**config.mk**
```make
export PLATFORM = sky130hd
export DESIGN_NAME = alu_flag_gen
export DESIGN_NICKNAME = d
export VERILOG_FILES = /design/src/rtl/alu_flag_gen.sv
export SDC_FILE = /design/constraint.sdc
export NUM_CORES = 1
export LEC_CHECK = 0
export CAP_MARGIN = 20
export CELL_PAD_IN_SITES_DETAIL_PLACEMENT = 1
export CELL_PAD_IN_SITES_GLOBAL_PLACEMENT = 1
export CORE_AREA = 4 4 133 135
export CTS_CLUSTER_DIAMETER = 40
export DETAILED_ROUTE_END_ITERATION = 6
export DIE_AREA = 0 0 137 139
export PLACE_DENSITY_LB_ADDON = 0.12
export SYNTH_ARGS = -nofsm -noshare
export SYNTH_HDL_FRONTEND = slang
export SYNTH_SLANG_ARGS = --single-unit
```
**constraint.sdc**
```tcl
create_clock -name clk -period 3.4 [get_ports clk]
set_clock_uncertainty 0.15 [all_clocks]
set_input_delay 0.51 -clock clk [delete_from_list [all_inputs] [get_ports clk]]
set_output_delay 0.51 -clock clk [all_outputs]
set_load 0.005 [all_outputs]
```
**src/rtl/alu_flag_gen.sv**
```systemverilog
// rtl/alu_flag_gen.sv - iterative ALU driving the status-flag register (optional macro ALU_STICKY_OVF_EN adds ovf_clr/ovf_sticky)
module alu_flag_gen #(
    parameter int WIDTH = 16
) (
    input  logic             clk,
    input  logic             reset,
    input  logic             start,
    input  logic [2:0]       op,
    input  logic [WIDTH-1:0] a,
    input  logic [WIDTH-1:0] b,
`ifdef ALU_STICKY_OVF_EN
    input  logic             ovf_clr,
    output logic             ovf_sticky,
`endif
    output logic             busy,
    output logic             done,
    output logic [WIDTH-1:0] result,
    output logic             sout,
    output logic             vout,
    output logic             zout,
    output logic             update
);

    localparam logic [2:0] OP_ADD = 3'b000;
    localparam logic [2:0] OP_SUB = 3'b001;
    localparam logic [2:0] OP_AND = 3'b010;
    localparam logic [2:0] OP_OR  = 3'b011;
    localparam logic [2:0] OP_XOR = 3'b100;
    localparam logic [2:0] OP_SHL = 3'b101;
    localparam logic [2:0] OP_MUL = 3'b110;
    localparam logic [2:0] OP_CMP = 3'b111;

    localparam int         CW   = $clog2(WIDTH);
    localparam logic [CW-1:0] LAST = CW'(WIDTH - 1);
    localparam int         MSB  = WIDTH - 1;

    typedef enum logic [1:0] {IDLE, EXEC, DONE} state_t;

    state_t               state;
    logic [WIDTH-1:0]     mcand;
    logic [2*WIDTH-1:0]   prod;
    logic [CW-1:0]        count;

    logic [WIDTH-1:0]     sum;
    logic [WIDTH-1:0]     diff;
    logic [WIDTH-1:0]     alu_res;
    logic                 alu_v;
    logic [WIDTH:0]       mul_sum;
    logic [2*WIDTH-1:0]   prod_next;
    logic                 accept;
    logic                 fin_single;
    logic                 fin_mul;
    logic                 next_v;
    logic                 ovf_set;

    // Single-cycle datapath; CMP shares the SUB difference and overflow rule
    always_comb begin
        sum     = a + b;
        diff    = a - b;
        alu_res = '0;
        alu_v   = 1'b0;
        case (op)
            OP_ADD: begin
                alu_res = sum;
                alu_v   = (a[MSB] == b[MSB]) && (sum[MSB] != a[MSB]);
            end
            OP_SUB, OP_CMP: begin
                alu_res = diff;
                alu_v   = (a[MSB] != b[MSB]) && (diff[MSB] != a[MSB]);
            end
            OP_AND:  alu_res = a & b;
            OP_OR:   alu_res = a | b;
            OP_XOR:  alu_res = a ^ b;
            OP_SHL:  alu_res = a << b[3:0];
            default: alu_res = '0;
        endcase
    end

    // One shift-add step: upper half accumulates, whole product shifts right
    always_comb begin
        mul_sum   = {1'b0, prod[2*WIDTH-1:WIDTH]} + (prod[0] ? {1'b0, mcand} : '0);
        prod_next = {mul_sum, prod[WIDTH-1:1]};
    end

    // Completion detection, shared by the flag registers and the sticky bit
    always_comb begin
        accept     = start && ((state == IDLE) || (state == DONE));
        fin_single = accept && (op != OP_MUL);
        fin_mul    = (state == EXEC) && (count == LAST);
        next_v     = fin_mul ? (|prod_next[2*WIDTH-1:WIDTH]) : alu_v;
        ovf_set    = (fin_single || fin_mul) && next_v;
    end

    // Control FSM with registered result, flags and strobes
    always_ff @(posedge clk or posedge reset) begin
        if (reset) begin
            state  <= IDLE;
            busy   <= 1'b0;
            done   <= 1'b0;
            result <= '0;
            sout   <= 1'b0;
            vout   <= 1'b0;
            zout   <= 1'b0;
            mcand  <= '0;
            prod   <= '0;
            count  <= '0;
        end else begin
            done <= 1'b0;
            case (state)
                IDLE, DONE: begin
                    state <= IDLE;
                    if (accept) begin
                        if (op == OP_MUL) begin
                            mcand <= a;
                            prod  <= {{WIDTH{1'b0}}, b};
                            count <= '0;
                            busy  <= 1'b1;
                            state <= EXEC;
                        end else begin
                            if (op != OP_CMP) begin
                                result <= alu_res;
                            end
                            sout  <= alu_res[MSB];
                            zout  <= (alu_res == '0);
                            vout  <= alu_v;
                            done  <= 1'b1;
                            state <= DONE;
                        end
                    end
                end
                EXEC: begin
                    prod  <= prod_next;
                    count <= count + 1'b1;
                    if (fin_mul) begin
                        result <= prod_next[WIDTH-1:0];
                        sout   <= prod_next[MSB];
                        zout   <= (prod_next[WIDTH-1:0] == '0);
                        vout   <= next_v;
                        busy   <= 1'b0;
                        done   <= 1'b1;
                        state  <= DONE;
                    end
                end
                default: state <= IDLE;
            endcase
        end
    end

    assign update = done;

`ifdef ALU_STICKY_OVF_EN
    // Sticky overflow: set wins over a same-cycle clear
    always_ff @(posedge clk or posedge reset) begin
        if (reset) begin
            ovf_sticky <= 1'b0;
        end else if (ovf_set) begin
            ovf_sticky <= 1'b1;
        end else if (ovf_clr) begin
            ovf_sticky <= 1'b0;
        end
    end
`else
    logic unused_ovf;
    assign unused_ovf = ovf_set;
`endif

endmodule

```
==> results.json, run 1 <==
{
  "status": "complete, but fails checks",
  "violations": "negative setup slack",
  "period_minus_slack_ps": 3490,
  "drt_wl_total_mm": 36.5,
  "finalSetupViolCount": 1,
  "timing.final.crit_share": 1.03,
  "yosysTopAreaCell": "dfrtp_1",
  "power_mw": 5.28,
  "gp_congestion": 0.953,
  "die_w_um": 137,
  "rows": 47,
  "synth_fp_nets": 998,
  "synthFlopType": "dfrtp_1",
  "crit_chain": "and2_4 > ha_4 > inv_2 > fa_2 > nor2b_2 > o31a_1 > o21ba_4 > o311a_4 > or3_4 > nand2_4 > nand4_1 > nor4_4 > a31oi_1",
  "dr.pass1.iters": 5,
  "start_util": 0.443,
  "ys_seq_area_frac": 0.257,
  "final_area_mm2": 0.0107,
  "finalHoldViolCount": 0,
  "syn_avg_cell_area_um2": 8.21,
  "p_per_area_mw_per_mm2": 493,
  "track_usage": 0.364,
  "vias": 8878,
  "end_kind": "flop",
  "die_area_mm2": 0.0190,
  "htreeDepth": 3,
  "grt_max_degree": 66,
  "slew_headroom": 0.361,
  "hold_class": "flop to flop",
  "die_h_um": 139,
  "ys_ff_latch": 75,
  "slew_violations": 0,
  "numCtsBuffers": 9,
  "fillCellCount": 1903,
  "min_from": "result[5]",
  "drt-initial-drc-count": 827,
  "cp_slowest_cell": "dfrtp_2",
  "fin_nets": 1255,
  "synthTopCellsByArea": "dfrtp_1 (26%), ha_1 (12%), nand2_1 (4.6%), o21ai_0 (4.5%), nor2_1 (3.1%)",
  "r2r_start": "prod[0]",
  "syn_area_mm2": 0.00730,
  "worst_slack_ps": -89.4,
  "syn-instance-count": 889,
  "wl_per_cell_um": 26.7,
  "required_ps": 3470,
  "arrival_ps": 3560,
  "multiInputGateArea_mm2": 0.00555,
  "grt_pass1_vias": 9204,
  "clock-root-buffer": "clkbuf_16",
  "drc": 0,
  "worst_pin_slew_ps": 952,
  "rsz0062_at_grt": "true",
  "yosys_warnings": 0,
  "cp-startpoint": "prod[0]",
  "port_buffers": 59,
  "cap_violations": 0,
  "grt_pass1_wl_mm": 53.6,
  "tritoncts": "yes",
  "placed_area_mm2": 0.00968,
  "cts.sinks": 75,
  "pre_cts_ws_ps": -898,
  "io_pins": 60,
  "synth_common_cells": "nand2_1 (89), dfrtp_1 (75), ha_1 (68), o21ai_0 (66), nor2_1 (60)",
  "drive_gt1_frac": 0.343,
  "hold_buffers": 0,
  "fmax_mhz": 287,
  "overflow": 0,
  "insertion_delay_ps": 350,
  "yosys.area.top_type_share": 0.257,
  "path_max_fanout": 6,
  "tns_ps": -89.4,
  "clock_path_buffers": 2,
  "register_area_mm2": 0.00188,
  "yosysMostFrequentCell": "nand2_1",
  "viasPerCell": 6.48,
  "holdWs_ps": 328,
  "p_leak_nw": 4.94,
  "core_mm2": 0.0165,
  "slowest_delay_ps": 460,
  "vdd_drop_max_mv": 0.316,
  "area_growth_pct": 46.9,
  "start_kind": "flop",
  "synth_edf_count": 0,
  "synth_cell_types": 78,
  "worstSetupPathType": "flop to flop",
  "hpwl_mm": 25.8,
  "antenna_found_initial": 0,
  "clk_pin_slew_ps": 60,
  "antenna_cells": 0,
  "ant_nets": 0,
  "async_reset_ff_frac": 1.00
}
## kinds of logic (layout without fill, tap and decap cells)
family,count (synthesis),in the layout,synth area share
AND/OR/NAND/NOR,296,296,0.198
AO/OA/AOI/OAI,271,271,0.257
buffers and inverters,112,373,0.0611
flip-flops,75,75,0.257
adder cells (fa/ha/maj),71,71,0.125
multiplexers,40,40,0.0725
XOR/XNOR,24,24,0.0288
## metrics by stage
stage               cells  utilization
floorplan             889            -
global placement     1339        0.588
detailed placement   1339        0.588
CTS                  1361        0.627
global route         1370        0.651
finish               1370        0.651
## state kept, by name, indices dropped and copies added (netlist names)
register and count:
prod 32, mcand 16, result 16, count 4, state 2, busy 1, done 1, sout 1
vout 1, zout 1
## worst max-delay path: cells and delay by family, from the launching register on
family                   cells  cell delay [ps]
AO/OA/AOI/OAI                4             1050
AND/OR/NAND/NOR              6             1240
buffers and inverters        1               60
flip-flops                   1              460
adder cells (fa/ha/maj)      2              390
## timing repair
| item | 4_1_cts | 5_1_grt |
|---|---|---|
| setup endpoints to repair | 13 | 14 |
| gates cloned | 0 | 0 |
| gates resized for setup | 62 | 90 |
| buffers inserted | 7 | 9 |
| pin swaps | 30 | 32 |
## layer usage
metal  part of all wire  vias to the layer above  global-route usage  wire length, µm
met5                  0                        -                   0                0
met4              0.061                        0               0.179             2240
met3              0.079                      175              0.0737             2900
met2               0.47                      523               0.588            17100
met1               0.39                     4409               0.460            14200
li1                   -                     3771                   -                -
## cells in the final DEF, fill, tap and decap left out, drive strengths merged, types with 8 or more instances in the layout
cell type      synthesis  final
xnor2                 13     13
dfrtp                 75     75
nor2                  60     60
a31oi                 24     24
clkdlybuf4s50          0     44
clkbuf                41     13
o31ai                 16     16
o211ai                12     12
a211oi                19     19
inv                   58     58
nand2b                15     15
a21o                  12     12
mux2                  17     17
nand2                 89     89
ha                    68     68
mux4                   8      8
and2                  19     19
buf                   13    241
xor2                  11     11
a21oi                 35     35
mux2i                 15     15
o21ai                 66     66
dlymetal6s2s           0     11
nand3                 31     31
nor2b                 14     14
nor3                  24     24
## power by group
part / switching, mW / internal [mW] / leakage [nW] / total, mW
sequential: 0.255 / 1.19 / 0.930 / 1.45
combinational: 1.50 / 1.28 / 3.86 / 2.78
clock: 0.411 / 0.641 / 0.152 / 1.05
## worst paths after layout
kind                         endpoint  slack (ps)  cells after the start
setup / recovery                 vout         -90                     13
hold / removal              result[5]         330                      1
setup reg to reg                 vout         -90                     13
hold reg to reg             result[5]         330                      1
max in group asynchronous     prod[0]        2040                      3
min in group asynchronous  result[10]         400                      2
## cell type report
type / instances / area share
Sequential cell: 75 / 0.175
Multi-Input combinational cell: 702 / 0.518
Clock buffer: 9 / 0.0210
Tap cell: 220 / 0.0257
Clock inverter: 6 / 0.00841
Timing Repair Buffer: 300 / 0.231
Inverter: 58 / 0.0207
No activity file was read; power rests on OpenSTA's default activity.
==> run 2, diff against run 1 <==
Settings changed: HOLD_SLACK_MARGIN set to 0.12, SETUP_SLACK_MARGIN set to 0.4.
==> run 2 against run 1 <==
The flow still finishes with violations (negative setup slack). Register-to-register slack got worse by 290 ps. Maximum frequency is 7.7% lower. Clock power down 5%. Global-route usage up 4.2 points. Core utilization increased by 6.2 points. First-iteration DRC count increased by 69%. Largest cell class unchanged.
==> results.json, run 2 (synthesis gave the netlist of run 1 again) <==
{
  "drt-initial-drc-count": 1397,
  "p_per_area_mw_per_mm2": 514,
  "clock-root-buffer": "clkbuf_16",
  "ant_nets": 0,
  "top_register": "prod",
  "status": "complete, but fails checks",
  "top_regs": "prod: 32 flops, mcand: 16 flops, result: 16 flops",
  "r2r-end": "vout",
  "die_w_um": 137,
  "drive_gt1_frac": 0.443,
  "power_mw": 6.03,
  "cap_violations": 0,
  "required_ps": 3470,
  "rows": 47,
  "overflow": 0,
  "min_from": "result[2]",
  "placed_area_mm2": 0.00970,
  "clk_pin_slew_ps": 80,
  "hpwl_mm": 25.7,
  "start_util": 0.443,
  "grt_pass1_vias": 9926,
  "viasPerCell": 7.24,
  "htreeDepth": 3,
  "dp_cells": 1332,
  "grt_pass1_wl_mm": 59.7,
  "slew_violations": 0,
  "p_leak_nw": 5.27,
  "violations": "negative setup slack",
  "vdd_drop_max_mv": 0.425,
  "r2r_cells": 13,
  "clock_path_buffers": 2,
  "worst_pin_slew_ps": 784,
  "path_buf_inv": 2,
  "whs_path_depth": 1,
  "final_util": 0.713,
  "finalHoldViolCount": 0,
  "finalSetupViolCount": 3,
  "port_buffers": 59,
  "insertion_delay_ps": 360,
  "numCtsBuffers": 9,
  "final_cells": 1414,
  "die_h_um": 139,
  "vias": 10200,
  "rsz0062_at_grt": "true",
  "largest_reg_flops": 32,
  "fin_nets": 1297,
  "pre_cts_ws_ps": -570,
  "slowest_delay_ps": 460,
  "ff2ff_setup_slack_ps": -380,
  "slew_headroom": 0.463,
  "period_minus_slack_ps": 3780,
  "core_mm2": 0.0165,
  "drt_wl_total_mm": 48.8,
  "hold_buffers": 0,
  "arrival_ps": 3850,
  "tns_ps": -839,
  "area_growth_pct": 60.8,
  "r2r_start": "prod[0]",
  "worstSetupPathType": "flop to flop",
  "gp_congestion": 0.963,
  "dr.pass1.iters": 6,
  "final_cell_mix": "buf_4 (254), nand2_1 (85), dfrtp_1 (74)",
  "fmax_mhz": 265,
  "whs_endpoint": "result[2]",
  "final_area_mm2": 0.0117,
  "wl_per_cell_um": 34.5,
  "start_kind": "flop",
  "hold_class": "flop to flop",
  "worst_slack_ps": -380,
  "antenna_found_initial": 3,
  "cts.sinks": 75,
  "io_pins": 60,
  "path_max_fanout": 6,
  "grt_max_degree": 60,
  "cp_slowest_cell": "dfrtp_2",
  "timing.final.crit_share": 1.11,
  "end_kind": "flop",
  "path_delay_family": "simple AND/OR/NAND/NOR gates",
  "track_usage": 0.406,
  "layout_commonest_cell": "buf_4",
  "die_area_mm2": 0.0190,
  "drc": 0,
  "tritoncts": "yes",
  "crit_chain": "buf_12 > and2_4 > ha_4 > nor2b_2 > o31a_1 > o21ba_4 > o311a_4 > or3_4 > nand2_2 > nand4_1 > nor4_4 > buf_4 > a31oi_1",
  "holdWs_ps": 370,
  "fillCellCount": 1758
}
[run 2: changes by cell type in the layout (fill, tap and decap cells not counted), sizes merged, moves of 2 or more]
cell	previous run	this run
clkdlybuf4s50	44	30
bufinv	2	0
buf	241	294
clkdlybuf4s15	0	3
dlymetal6s2s	11	4
inv	58	61
dlygate4sd2	0	8
[run 2: worst max-delay path by stage]
stage                 start  endpoint  slack [ps]  depth (start not counted)
floorplan              b[1]      sout         140                         13
global placement       a[0]      zout        -540                         15
detailed placement     a[0]      zout        -570                         15
CTS                 prod[0]      vout         -30                         14
global route        prod[0]      vout        -440                         15
finish              prod[0]      vout        -380                         13
[run 2: worst register-to-register path: stages, from the launching register on]
cell     delay [ps]
dfrtp_2         460
buf_12          160
and2_4          170
ha_4            220
nor2b_2         160
o31a_1          280
o21ba_4         250
o311a_4         340
or3_4           360
nand2_2         120
nand4_1         250
nor4_4          410
buf_4           180
a31oi_1         130
[run 2: cell type report]
cell class / count / area [µm²] / share of cell area
antenna: 1 / 2.50 / 0.000213
clock buffer: 9 / 225 / 0.0192
clock inverter: 7 / 65.1 / 0.00554
inverter: 58 / 239 / 0.0204
multi-input combinational: 702 / 6190 / 0.528
sequential: 75 / 1880 / 0.160
tap: 220 / 275 / 0.0235
timing repair buffer: 342 / 2860 / 0.243
[run 2: power breakdown]
part	switching, mW	leakage (nW)	internal [mW]
sequential	0.333	0.930	1.19
clock	0.480	0.146	0.517
combinational	1.97	4.19	1.54
[run 2: repair_timing]
action,CTS,global route
resized for setup,231,113
setup buffers,43,22
endpoints found under the setup margin,21,30
pin swaps,62,56
[run 2: routing by layer]
metal,GRT usage,wire length (µm)
met3,0.0762,5370
met1,0.495,16600
met5,0,25
met4,0.191,4860
met2,0.685,21900
